--- config.mk ---
export PLATFORM = sky130hd
export DESIGN_NAME = game_end_ctrl
export DESIGN_NICKNAME = d
export VERILOG_FILES = /design/src/rtl/game_pkg.sv /design/src/rtl/game_end_ctrl_hitbox_overlap.sv /design/src/rtl/game_end_ctrl.sv
export SDC_FILE = /design/constraint.sdc
export NUM_CORES = 1
export LEC_CHECK = 0
export CAP_MARGIN = 20
export CORE_MARGIN = 8
export CORE_UTILIZATION = 50
export DETAILED_ROUTE_END_ITERATION = 10
export HOLD_SLACK_MARGIN = 0.03
export PLACE_DENSITY = 0.89
export SETUP_SLACK_MARGIN = 0.05
export SLEW_MARGIN = 20
export SYNTH_ARGS = -nofsm -noshare
export SYNTH_HDL_FRONTEND = slang
export SYNTH_SLANG_ARGS = --single-unit
--- constraint.sdc ---
create_clock -name clk -period 4.2 [get_ports clk]
set_clock_uncertainty 0.05 [all_clocks]
set_input_delay 0.84 -clock clk [delete_from_list [all_inputs] [get_ports clk]]
set_output_delay 0.84 -clock clk [all_outputs]
set_load 0.02 [all_outputs]
--- src/rtl/game_pkg.sv ---
// Shared types and default sprite hitbox sizes for the chase-game round logic.
package game_pkg;

    typedef enum logic [1:0] {
        GO_RUN    = 2'b00,
        GO_JERRY  = 2'b01,
        GO_CAUGHT = 2'b10,
        GO_TIMEUP = 2'b11
    } gameover_t;

    typedef enum logic {
        ST_RUN  = 1'b0,
        ST_OVER = 1'b1
    } round_state_t;

    localparam int unsigned DEF_CATCHER_W = 30;
    localparam int unsigned DEF_CATCHER_H = 50;
    localparam int unsigned DEF_JERRY_W   = 24;
    localparam int unsigned DEF_JERRY_H   = 18;

endpackage

--- src/rtl/game_end_ctrl_hitbox_overlap.sv ---
// Combinational overlap test between a shrunken catcher box (a) and Jerry's box (b).
module hitbox_overlap #(
    parameter int unsigned POS_W  = 11,
    parameter int unsigned A_W    = 30,
    parameter int unsigned A_H    = 50,
    parameter int unsigned MARGIN = 4,
    parameter int unsigned B_W    = 24,
    parameter int unsigned B_H    = 18
) (
    input  logic [POS_W-1:0] i_a_x,
    input  logic [POS_W-1:0] i_a_y,
    input  logic [POS_W-1:0] i_b_x,
    input  logic [POS_W-1:0] i_b_y,
    output logic             o_hit_c
);

    localparam int unsigned EW = POS_W + 2;

    logic [EW-1:0] w_ax0, w_ax1, w_ay0, w_ay1;
    logic [EW-1:0] w_bx0, w_bx1, w_by0, w_by1;

    // Two guard bits keep the far edges from wrapping near the top of the range.
    assign w_ax0 = EW'(i_a_x) + EW'(MARGIN);
    assign w_ax1 = EW'(i_a_x) + EW'(A_W - MARGIN);
    assign w_ay0 = EW'(i_a_y) + EW'(MARGIN);
    assign w_ay1 = EW'(i_a_y) + EW'(A_H - MARGIN);
    assign w_bx0 = EW'(i_b_x);
    assign w_bx1 = EW'(i_b_x) + EW'(B_W);
    assign w_by0 = EW'(i_b_y);
    assign w_by1 = EW'(i_b_y) + EW'(B_H);

    // Strict compares: touching edges do not count.
    assign o_hit_c = (w_ax0 < w_bx1) && (w_bx0 < w_ax1) &&
                     (w_ay0 < w_by1) && (w_by0 < w_ay1);

endmodule

--- src/rtl/game_end_ctrl.sv ---
// Round-end controller: confirms catches over consecutive frames, handles cheese and timeout.
module game_end_ctrl
    import game_pkg::*;
#(
    parameter int unsigned N_CATCHERS     = 1,
    parameter int unsigned POS_W          = 11,
    parameter int unsigned CATCHER_W      = DEF_CATCHER_W,
    parameter int unsigned CATCHER_H      = DEF_CATCHER_H,
    parameter int unsigned JERRY_W        = DEF_JERRY_W,
    parameter int unsigned JERRY_H        = DEF_JERRY_H,
    parameter int unsigned MARGIN         = 4,
    parameter int unsigned CONFIRM_FRAMES = 2,
    parameter int unsigned TIMEOUT_FRAMES = 0,
    localparam int unsigned WID_W = (N_CATCHERS > 1) ? $clog2(N_CATCHERS) : 1
) (
    input  logic                          clk,
    input  logic                          rst,
    input  logic                          frame_tick,
    input  logic                          restart,
    input  logic                          cheese_done,
    input  logic [N_CATCHERS*POS_W-1:0]   catcher_x,
    input  logic [N_CATCHERS*POS_W-1:0]   catcher_y,
    input  logic [POS_W-1:0]              jerry_x,
    input  logic [POS_W-1:0]              jerry_y,
    output logic [1:0]                    gameover,
    output logic [WID_W-1:0]              winner_id,
    output logic [31:0]                   frames_left
);

    localparam int unsigned CNT_W = (CONFIRM_FRAMES > 1) ? $clog2(CONFIRM_FRAMES + 1) : 1;

    round_state_t     r_state, w_state_nxt;
    gameover_t        r_gameover, w_gameover_nxt;
    logic [WID_W-1:0] r_winner, w_winner_nxt;
    logic [CNT_W-1:0] r_cnt, w_cnt_nxt;
    logic [31:0]      r_frames_left, w_frames_left_nxt;

    logic [N_CATCHERS-1:0] w_hit;
    logic                  w_any_hit;
    logic                  w_caught;
    logic [WID_W-1:0]      w_first_hit;

    for (genvar g = 0; g < int'(N_CATCHERS); g++) begin : g_hit
        hitbox_overlap #(
            .POS_W (POS_W),
            .A_W   (CATCHER_W),
            .A_H   (CATCHER_H),
            .MARGIN(MARGIN),
            .B_W   (JERRY_W),
            .B_H   (JERRY_H)
        ) u_hit (
            .i_a_x  (catcher_x[g*POS_W +: POS_W]),
            .i_a_y  (catcher_y[g*POS_W +: POS_W]),
            .i_b_x  (jerry_x),
            .i_b_y  (jerry_y),
            .o_hit_c(w_hit[g])
        );
    end

    assign w_any_hit = |w_hit;
    assign w_caught  = w_any_hit && ((32'(r_cnt) + 32'd1) >= 32'(CONFIRM_FRAMES));

    // Downward scan so the lowest overlapping index is the one left standing.
    always_comb begin
        w_first_hit = '0;
        for (int i = int'(N_CATCHERS) - 1; i >= 0; i--) begin
            if (w_hit[i]) w_first_hit = WID_W'(i);
        end
    end

    always_ff @(posedge clk) begin
        if (rst) begin
            r_state       <= ST_RUN;
            r_gameover    <= GO_RUN;
            r_winner      <= '0;
            r_cnt         <= '0;
            r_frames_left <= 32'(TIMEOUT_FRAMES);
        end else begin
            r_state       <= w_state_nxt;
            r_gameover    <= w_gameover_nxt;
            r_winner      <= w_winner_nxt;
            r_cnt         <= w_cnt_nxt;
            r_frames_left <= w_frames_left_nxt;
        end
    end

    always_comb begin
        w_state_nxt       = r_state;
        w_gameover_nxt    = r_gameover;
        w_winner_nxt      = r_winner;
        w_cnt_nxt         = r_cnt;
        w_frames_left_nxt = r_frames_left;

        // restart beats any coincident frame_tick, in either state.
        if (restart) begin
            w_state_nxt       = ST_RUN;
            w_gameover_nxt    = GO_RUN;
            w_winner_nxt      = '0;
            w_cnt_nxt         = '0;
            w_frames_left_nxt = 32'(TIMEOUT_FRAMES);
        end else begin
            case (r_state)
                ST_RUN: begin
                    if (frame_tick) begin
                        if (!w_any_hit)
                            w_cnt_nxt = '0;
                        else if (32'(r_cnt) < 32'(CONFIRM_FRAMES))
                            w_cnt_nxt = r_cnt + CNT_W'(1);

                        if (w_caught) begin
                            w_gameover_nxt = GO_CAUGHT;
                            w_winner_nxt   = w_first_hit;
                            w_state_nxt    = ST_OVER;
                        end else if (cheese_done) begin
                            w_gameover_nxt = GO_JERRY;
                            w_state_nxt    = ST_OVER;
                        end else if ((TIMEOUT_FRAMES != 0) && (r_frames_left != 32'd0)) begin
                            w_frames_left_nxt = r_frames_left - 32'd1;
                            if (r_frames_left == 32'd1) begin
                                w_gameover_nxt = GO_TIMEUP;
                                w_state_nxt    = ST_OVER;
                            end
                        end
                    end
                end
                ST_OVER: begin
                end
                default: begin
                    w_state_nxt = ST_RUN;
                end
            endcase
        end
    end

    assign gameover    = r_gameover;
    assign winner_id   = r_winner;
    assign frames_left = r_frames_left;

endmodule

==> flow_metrics.env <==
export IMPL_grt_pass1_vias=2202
export IMPL_power_frac_comb=0.676
export IMPL_portBuffers=50
export IMPL_post_cts_resized=0
export IMPL_layout_nets=451
export IMPL_period_share=0.922
export IMPL_cts_sinks=5
export IMPL_worst_ep_required_time_ns=4.27
export IMPL_clock_latency_ns=0.23
export IMPL_initialDrtViolationCount=104
export IMPL_crit_cells=15
export IMPL_worstSetupPathType="input pin to flip-flop"
export IMPL_cts_tree="done"
export IMPL_worst_ep_arrival_time_ns=3.94
export IMPL_drtPass1Iterations=4
export IMPL_fin_cells=402
export IMPL_fin_crit_ns=3.87
export IMPL_setup_viol=0
export IMPL_seqPwrFrac=0.114
export IMPL_gpl_final_weighted_congestion=0.923
export IMPL_synth_edff_count=0
export IMPL_hold_class="flip-flop to flip-flop"
export IMPL_grt_pass1_wl_um=9470
export IMPL_synth_area_leader_cell="ha_1"
export IMPL_drtAntennaViolNets=0
export IMPL_drc=0
export IMPL_synthArstFlopShare=0
export IMPL_post_drt_wl_per_cell_um=13.9
export IMPL_die_w_um=83.6
export IMPL_worstPathMaxFanout=6
export IMPL_status="complete, no violations"
export IMPL_startpoint_type="input pin"
export IMPL_vdd_drop_max_mv=0.0761
export IMPL_ys_dominant_reg_cell="dfxtp_1"
export IMPL_fmax_mhz=258
export IMPL_powerDensity_mw_per_mm2=158
export IMPL_worst_path_buf_inv=2
export IMPL_synth_most_common_cell="ha_1"
export IMPL_synth_common_cells="ha_1 (51), buf_4 (33), nor2_1 (24), xnor2_1 (23), nand2_1 (22)"
export IMPL_relSlewSlack=0.605
export IMPL_dp_cells=398
export IMPL_vias=2172
export IMPL_cp_top_family="compound AO/OA/AOI/OAI gates"
export IMPL_cts_root_buf="clkbuf_8"
export IMPL_ff_latch_area_sq_um=100
export IMPL_holdPathStages=2
export IMPL_fp_dieH_um=83.6
export IMPL_path_clk_slew_ns=0.04
export IMPL_place_hpwl_um=4980
export IMPL_n_antenna_cell=0
export IMPL_internal_power_uw=248
export IMPL_clockBufferDepth=2
export IMPL_avgSynthCellArea_sq_um=7.59
export IMPL_initial_core_util=0.521
export IMPL_dieArea_sq_mm=0.00699
export IMPL_ys_warn_count=0
export IMPL_row_count=24
export IMPL_hold_violations=0
export IMPL_synthToLayoutAreaGrowth_pct=20.3
export IMPL_rsz0062_at_grt="no"
export IMPL_synthCells=301
export IMPL_post_cts_buffers=0
export IMPL_layout_drive_gt1_share=0.0343
export IMPL_slowest_delay_ns=0.57
export IMPL_grt_overflow=0
export IMPL_switching_share=0.431
export IMPL_maxCapViolCount=0
export IMPL_viasPerCell=5.40
export IMPL_drt_wl_total_um=5570
export IMPL_htree_levels=1
export IMPL_grt_max_degree=9
export IMPL_p_leak_nw=1.25
export IMPL_cts_hold_buffers_added=0
export IMPL_reg2reg_depth=3
export IMPL_clkPwrFrac=0.210
export IMPL_cpMaxStageDelayCell="clkdlybuf4s50_1"
export IMPL_syn_cell_area_sq_mm=0.00229
export IMPL_core_area_sq_mm=0.00438
export IMPL_numCtsBuffers=3
export IMPL_path_cells="clkdlybuf4s50_1, inv_1, ha_1, a21oi_1, nor2b_1, nor2b_1, xnor2_1, ha_1, a211oi_1, o21ai_0, a21oi_1, o21ai_0, o221ai_1, nand4_2, a2111oi_2"
export IMPL_synth_cell_types=41
export IMPL_io_pins=84
export IMPL_synth_area_leaders="ha_1 (28%), buf_4 (11%), xnor2_1 (8.8%)"
export IMPL_worstMarginPinSlew_ns=0.577
export IMPL_ys_seq_area_frac=0.0438
export IMPL_ys_ff_latch=5
export IMPL_yosysTopAreaCellShare=0.279
export IMPL_end_kind="flip-flop"
export IMPL_fillers=399
export IMPL_multi_input_area_sq_mm=0.00198
export IMPL_maxSlewViolCount=0
export IMPL_track_usage=0.152
export IMPL_grt_antenna_before_repair=0
export IMPL_power_switching_uw=188
export IMPL_setup_tns_ns=0
cell type report:
class	instances	area share
clock buffer	4	0.0164
timing repair buffer	50	0.182
inverter	17	0.0232
sequential	5	0.0364
tap	52	0.0237
multi-input combinational	274	0.718
worst register-to-register path, stage by stage (launching register included):
cell       delay, ns
dfxtp_1         0.31
nor2b_1         0.40
a21oi_1         0.17
a2111oi_2       0.35
cell families after synthesis:
kind of cell,count (synthesis),share of synthesized area
other,1,0.00164
XOR/XNOR,44,0.169
adder cells (fa/ha/maj),51,0.279
AO/OA/AOI/OAI,52,0.161
AND/OR/NAND/NOR,94,0.201
flip-flops,5,0.0438
buffers and inverters,54,0.144
layout by cell type (no fill, tap or decap), types with 2 or more instances in the layout:
cell / count
a211o_1: 2
nand4_1: 6
a211oi_1: 2
inv_1: 16
conb_1: 33
a21oi_1: 14
nand3_1: 14
clkdlybuf4s50_1: 50
nor3_1: 9
nand2_1: 22
a21o_1: 6
xnor2_1: 23
nand2b_1: 6
nor2_1: 24
o31ai_1: 2
and3_1: 4
ha_1: 51
clkbuf_8: 3
xor2_1: 21
o21ai_0: 11
dfxtp_1: 5
nor2b_1: 4
a2111oi_2: 4
worst paths after layout:
check / from / end / slack [ns]
setup / recovery: catcher_x[3] / r_cnt[1] / 0.33
hold / removal: gameover[1] / gameover[1] / 0.42
setup reg to reg: r_state / r_cnt[1] / 2.81
hold reg to reg: gameover[1] / gameover[1] / 0.42
registers in the layout (all words and copies together), names as in the netlist:
signal,flops
gameover,2
r_cnt,2
r_state,1
power by group through the flow:
stage / registers (mW) / logic [mW] / clock network [mW]
floorplan: 0.0505 / 0.210 / 0
global placement: 0.0501 / 0.276 / 0
detailed placement: 0.0502 / 0.290 / 0
CTS: 0.0495 / 0.292 / 0.0934
global route: 0.0496 / 0.328 / 0.0992
finish: 0.0495 / 0.294 / 0.0915
through the flow:
step           utilization  instance area, sq um  setup slack [ns]  power [mW]  hold slack, ns
3_5_place_dp         0.617                  2710             0.145       0.340           0.416
4_1_cts              0.627                  2750             0.370       0.435           0.421
5_1_grt              0.627                  2750            0.0603       0.477           0.449
6_report             0.627                  2750             0.329       0.435           0.423
2_1_floorplan            -                  2410              1.04       0.261           0.423
3_3_place_gp         0.617                  2710             0.285       0.326           0.419
routing by layer:
metal | share of wire | wire length [um] | GRT usage | up-vias
li1 | - | - | - | 1093
met1 | 0.41 | 2280 | 0.167 | 1000
met2 | 0.51 | 2850 | 0.282 | 71
met3 | 0.062 | 346 | 0.0361 | 8
met4 | 0.016 | 87 | 0.0392 | 0
met5 | 0 | 0 | 0 | -
(Power assumes the default switching activity.)
